$ cat config.mk
export PLATFORM = sky130hd
export DESIGN_NAME = vga_pixel_sched
export DESIGN_NICKNAME = d
export VERILOG_FILES = /design/src/rtl/vga_pkg.sv /design/src/rtl/vga_rr_arb2.sv /design/src/rtl/vga_pixel_sched.sv
export SDC_FILE = /design/constraint.sdc
export NUM_CORES = 1
export LEC_CHECK = 0
export ABC_AREA = 0
export CAP_MARGIN = 40
export CORE_MARGIN = 4
export CORE_UTILIZATION = 37
export DETAILED_ROUTE_END_ITERATION = 7
export PLACE_DENSITY = 0.77
export SLEW_MARGIN = 20
export SYNTH_ARGS = -nofsm -noshare
export SYNTH_HDL_FRONTEND = slang
export SYNTH_SLANG_ARGS = --single-unit
export TNS_END_PERCENT = 50
$ cat constraint.sdc
create_clock -name clk -period 1.59 [get_ports clk]
set_input_delay 0.318 -clock clk [delete_from_list [all_inputs] [get_ports clk]]
set_output_delay 0.318 -clock clk [all_outputs]
set_load 0.02 [all_outputs]
$ cat src/rtl/vga_pkg.sv
// Shared pixel type, scheduler state encoding and default screen geometry.
// ST_CLEAR exists only when VGA_SCHED_CLEAR_EN is defined.
package vga_pkg;

   localparam int unsigned X_MAX_DEF = 160;
   localparam int unsigned Y_MAX_DEF = 120;

   typedef struct packed {
      logic [6:0] y;
      logic [7:0] x;
      logic [7:0] brightness;
   } pixel_t;

   typedef enum logic [1:0] {
      ST_IDLE  = 2'd0,
      ST_ISSUE = 2'd1
`ifdef VGA_SCHED_CLEAR_EN
      , ST_CLEAR = 2'd2
`endif
   } state_e;

   function automatic logic pix_in_bounds(input pixel_t p, input int unsigned xmax,
                                          input int unsigned ymax);
      return (32'(p.x) < xmax) && (32'(p.y) < ymax);
   endfunction

endpackage

$ cat src/rtl/vga_rr_arb2.sv
// Two-way round-robin arbiter; port 0 has priority out of reset.
module vga_rr_arb2 (
   input  logic       clk,
   input  logic       reset,
   input  logic [1:0] valid,
   input  logic       advance,
   output logic [1:0] grant
);

   logic last_q, last_d;  // 1 = port 1 was granted most recently

   always_comb begin
      grant = 2'b00;
      case (valid)
         2'b01:   grant = 2'b01;
         2'b10:   grant = 2'b10;
         2'b11:   grant = last_q ? 2'b01 : 2'b10;
         default: grant = 2'b00;
      endcase
   end

   always_comb begin
      last_d = last_q;
      if (advance && (grant != 2'b00)) last_d = grant[1];
   end

   always_ff @(posedge clk) begin
      if (reset) last_q <= 1'b1;
      else       last_q <= last_d;
   end

endmodule

$ cat src/rtl/vga_pixel_sched.sv
// Two-requester pixel scheduler feeding an Avalon-MM VGA slave through a single output slot.
// Optional full-screen clear engine enabled by defining VGA_SCHED_CLEAR_EN.
module vga_pixel_sched
   import vga_pkg::*;
#(
   parameter int unsigned X_MAX = X_MAX_DEF,
   parameter int unsigned Y_MAX = Y_MAX_DEF,
   parameter int unsigned CNT_W = 16
) (
   input  logic              clk,
   input  logic              reset,
   input  logic              req0_valid,
   input  logic              req1_valid,
   output logic              req0_ready,
   output logic              req1_ready,
   input  logic [22:0]       req0_data,
   input  logic [22:0]       req1_data,
   output logic              avm_write,
   output logic [3:0]        avm_address,
   output logic [31:0]       avm_writedata,
   input  logic              avm_waitrequest,
   output logic [CNT_W-1:0]  drop_count
`ifdef VGA_SCHED_CLEAR_EN
   ,
   input  logic              clear_start,
   output logic              clear_busy
`endif
);

   state_e            state_q, state_d;
   pixel_t            pix_q, pix_d;
   logic [CNT_W-1:0]  drop_q, drop_d;
   logic [1:0]        grant;
   pixel_t            pick;
   logic              slot_free, accept_en, accept, pick_ok;
`ifdef VGA_SCHED_CLEAR_EN
   logic              clear_req_q, clear_req_d;
`endif

   vga_rr_arb2 u_arb (
      .clk     (clk),
      .reset   (reset),
      .valid   ({req1_valid, req0_valid}),
      .advance (accept),
      .grant   (grant)
   );

   always_comb begin
      slot_free = (state_q == ST_IDLE) || ((state_q == ST_ISSUE) && !avm_waitrequest);
`ifdef VGA_SCHED_CLEAR_EN
      // A pending clear claims the slot as soon as it frees, so no pixel may slip in.
      accept_en = slot_free && !clear_req_q && !reset;
`else
      accept_en = slot_free && !reset;
`endif
      accept  = accept_en && (req0_valid || req1_valid);
      pick    = grant[1] ? pixel_t'(req1_data) : pixel_t'(req0_data);
      pick_ok = pix_in_bounds(pick, X_MAX, Y_MAX);
   end

   assign req0_ready    = accept_en && grant[0];
   assign req1_ready    = accept_en && grant[1];
   assign avm_write     = (state_q != ST_IDLE);
   assign avm_address   = '0;
   assign avm_writedata = {9'b0, pix_q};
   assign drop_count    = drop_q;
`ifdef VGA_SCHED_CLEAR_EN
   assign clear_busy    = clear_req_q || (state_q == ST_CLEAR);
`endif

   always_comb begin
      state_d = state_q;
      pix_d   = pix_q;
      drop_d  = drop_q;
`ifdef VGA_SCHED_CLEAR_EN
      clear_req_d = clear_req_q;
      if (clear_start && !clear_busy) clear_req_d = 1'b1;
`endif
      case (state_q)
         ST_IDLE, ST_ISSUE: begin
            if (slot_free) begin
               state_d = ST_IDLE;
`ifdef VGA_SCHED_CLEAR_EN
               if (clear_req_q) begin
                  state_d     = ST_CLEAR;
                  pix_d       = '0;
                  clear_req_d = 1'b0;
               end else
`endif
               if (accept && pick_ok) begin
                  state_d = ST_ISSUE;
                  pix_d   = pick;
               end
            end
         end
`ifdef VGA_SCHED_CLEAR_EN
         ST_CLEAR: begin
            // The slot register doubles as the sweep's x/y counter; brightness stays 0.
            if (!avm_waitrequest) begin
               if (32'(pix_q.x) == X_MAX - 1) begin
                  if (32'(pix_q.y) == Y_MAX - 1) begin
                     state_d = ST_IDLE;
                  end else begin
                     pix_d.x = '0;
                     pix_d.y = pix_q.y + 7'd1;
                  end
               end else begin
                  pix_d.x = pix_q.x + 8'd1;
               end
            end
         end
`endif
         default: state_d = ST_IDLE;
      endcase
      if (accept && !pick_ok && (drop_q != '1)) drop_d = drop_q + CNT_W'(1);
   end

   always_ff @(posedge clk) begin
      if (reset) begin
         state_q <= ST_IDLE;
         pix_q   <= '0;
         drop_q  <= '0;
      end else begin
         state_q <= state_d;
         pix_q   <= pix_d;
         drop_q  <= drop_d;
      end
   end

`ifdef VGA_SCHED_CLEAR_EN
   always_ff @(posedge clk) begin
      if (reset) clear_req_q <= 1'b0;
      else       clear_req_q <= clear_req_d;
   end
`endif

endmodule

==> results.yml <==
synth:
  synth_flop_cell: "dfxtp_1"
  synthTopCellsByCount: "dfxtp_1 (41), nor2_1 (40), mux2i_1 (24)"
  synth-edff-count: 0
  synth_area_sq_mm: 0.002152
  yosysUniqueCellTypes: 42
  netlist_instances: 230
  yosys-top-cells-area: "dfxtp_1 (38%), mux2i_1 (11%), a211oi_1 (7.7%)"
  synthArstFlopShare_pct: 0
  syn_area_per_cell_sq_um: 9.357
  yosysTopAreaCell: "dfxtp_1"
  synthMostInstantiatedCell: "dfxtp_1"
  synth_top_area_share_pct: 38.14
  ys_ff_latch: 41
  ys_warn_count: 0
  ys_seq_area_share_pct: 38.14
power:
  finalPower_mw: 2.865
  p_leak_nw: 2.020
  ir_drop_uv: 481.4
  powerDensity_mw_per_mm2: 691.7
routing:
  viasPerCell: 5.162
  vias: 2297
  wire_per_inst_um: 17.60
  ant_nets: 0
  dr.first_iter.drc_count: 90
  firstDrtPassIters: 4
  drt_wl_total_um: 7833
  drcViolationCount: 0
critical_path:
  cp_max_fo: 5
  crit_path_end_kind: "flip-flop"
  critical_path.cell_chain: "a21oi_2 > o21a_2 > buf_6 > o211ai_4 > nor3b_4 > nand3_2 > mux2_4"
  critical_path_class: "reg2reg"
  cp-start-kind: "flip-flop"
  critPathArrivalTime_ns: 1.90
  crit_slowest_cell: "dfxtp_2"
  cp_slowest_stage_delay_ns: 0.34
  worstPathRequired_ns: 1.78
floorplan:
  coreArea_sq_mm: 0.005574
  die_h_um: 84.27
  io_pins: 106
  chipWidth_um: 84.27
  start_util_pct: 38.61
  num_rows: 27
  fp.dieArea_sq_mm: 0.007101
timing:
  finClkSkew_ns: 0.01014
  max_freq_ghz: 0.5854
  rsz0062_at_grt: "yes"
  relSlewSlack_pct: 61.78
  worst_slew_pin_slew_ns: 0.5733
  finalWorstSetupSlack_ns: -0.1183
  period_minus_slack_ns: 1.708
  hold_viol_final: 0
  holdWs_ns: 0.4882
  setup_viol: 37
  finalMaxSlewViolations: 0
  finalSetupTns_ns: -1.347
  period_share_pct: 107.4
finish:
  multi_input_area_sq_mm: 0.001538
  nets: 424
  ff_latch_area_sq_um: 845.8
  utilization_pct: 74.30
  area_growth_pct: 92.44
  fillCellCount: 381
  drive_above_1_share_pct: 40.21
  fin_cells: 445
  num_antenna_cells: 0
global_routing:
  grt_first_pass_wirelength_um: 10710
  groute.usage.overall_pct: 18.82
  grt_pass1_vias: 2239
  grt_overflow: 0
  grt_max_degree: 44
  antenna_found_initial: 0
place:
  io_buffers: 92
  dp_hpwl_um: 4376
  gp_congestion: 0.7469
  post-place-cells: 414
clock_tree:
  cts_tree: "yes"
  clock_latency_ns: 0.30
  clk_path_buf_depth: 2
  clock-root-buffer: "clkbuf_8"
  path_clk_slew_ns: 0.08
  numCtsBuffers: 5
  cts_sinks: 41
  ctsHtreeMaxLevel: 2
run_status:
  outcome: "finished with violations"
  violations: "negative setup slack"
min_path:
  hp-class: "reg2reg"
job:
  max_cap_violations: 0
per-layer routing:
layer	part of all wire, %	GRT usage [%]	vias to the layer above
li1	-	-	1076
met1	37	19.70	1127
met2	53	33.93	81
met3	7.1	7.360	13
met4	2.3	6.871	0
met5	0	0	-
path summary, 6_finish.rpt:
check,from,end,slack [ns],cells after the start
max,state_q[0]$_SDFFE_PP0N_,drop_count[15]$_SDFFE_PP0P_,-0.12,7
min,avm_writedata[16]$_SDFFE_PP0P_,avm_writedata[16]$_SDFFE_PP0P_,0.49,2
max reg2reg,state_q[0]$_SDFFE_PP0N_,drop_count[15]$_SDFFE_PP0P_,-0.12,7
min reg2reg,avm_writedata[16]$_SDFFE_PP0P_,avm_writedata[16]$_SDFFE_PP0P_,0.49,2
cell type report:
cell class | instances | area share [%]
repair buffers | 150 | 37.49
multi-input cells | 172 | 37.13
flip-flops and latches | 41 | 20.42
well taps | 72 | 2.175
clock buffers | 6 | 1.752
clock inverters | 2 | 0.8459
inverters | 2 | 0.1813
critical path: cells and delay by family (launching register included):
kind                   cells  cell delay, ns
muxes                      1            0.30
AOI/OAI and AO/OA          3            0.47
and+or+nand+nor            2            0.36
DFF                        1            0.34
buffers and inverters      1            0.13
sequential cells by signal (all words and copies together) (netlist names):
signal	cells
drop_count	16
state_q	1
avm_writedata	23
u_arb.last_q	1
stage by stage:
stage / setup slack, ns / instance area [sq um]
2_1_floorplan: -0.09030 / 2236
3_5_place_dp: -0.6416 / 3331
4_1_cts: -0.09375 / 3720
5_1_grt: -0.1699 / 4141
6_report: -0.1183 / 4141
3_3_place_gp: -0.5999 / 3331
placed cells by master, fill, tap and decap left out, types with 4 or more instances in the layout:
cell / n
dlymetal6s2s_1: 21
nand4_1: 5
nand3_1: 5
nor2_4: 14
a211oi_2: 20
mux2i_1: 24
buf_4: 42
nor2_1: 23
dfxtp_1: 29
xnor2_1: 10
conb_1: 13
clkdlybuf4s50_1: 34
nand2_1: 4
nor4_4: 4
dlygate4sd2_1: 33
dfxtp_2: 8
clkbuf_8: 5
buf_6: 8
dfxtp_4: 4
buf_16: 4
where the power goes:
part           internal (mW)  switching [mW]  total (mW)  leakage (nW)
combinational          0.465           0.433       0.898          1.62
clock                  0.466           0.373       0.840        0.0552
sequential              1.08          0.0475        1.13         0.341
cell families (layout without fill, tap and decap cells):
family	count (synthesis)	in the layout	share of synthesized area (%)
AOI/OAI and AO/OA	38	39	13.72
xor gates and xnor gates	10	10	4.070
adders and majority gates	1	1	0.5813
buffers and inverters	30	160	9.709
DFF	41	41	38.14
muxes	25	25	11.69
other	1	13	0.1743
and+or+nand+nor	84	84	21.92
repair_timing:
item	4_1_cts	5_1_grt
cloned	5	3
hold buffers	0	0
setup buffers	10	6
gates resized for setup	80	80
pin swaps	34	28
setup endpoints to repair	58	61
(Power assumes the default switching activity.)
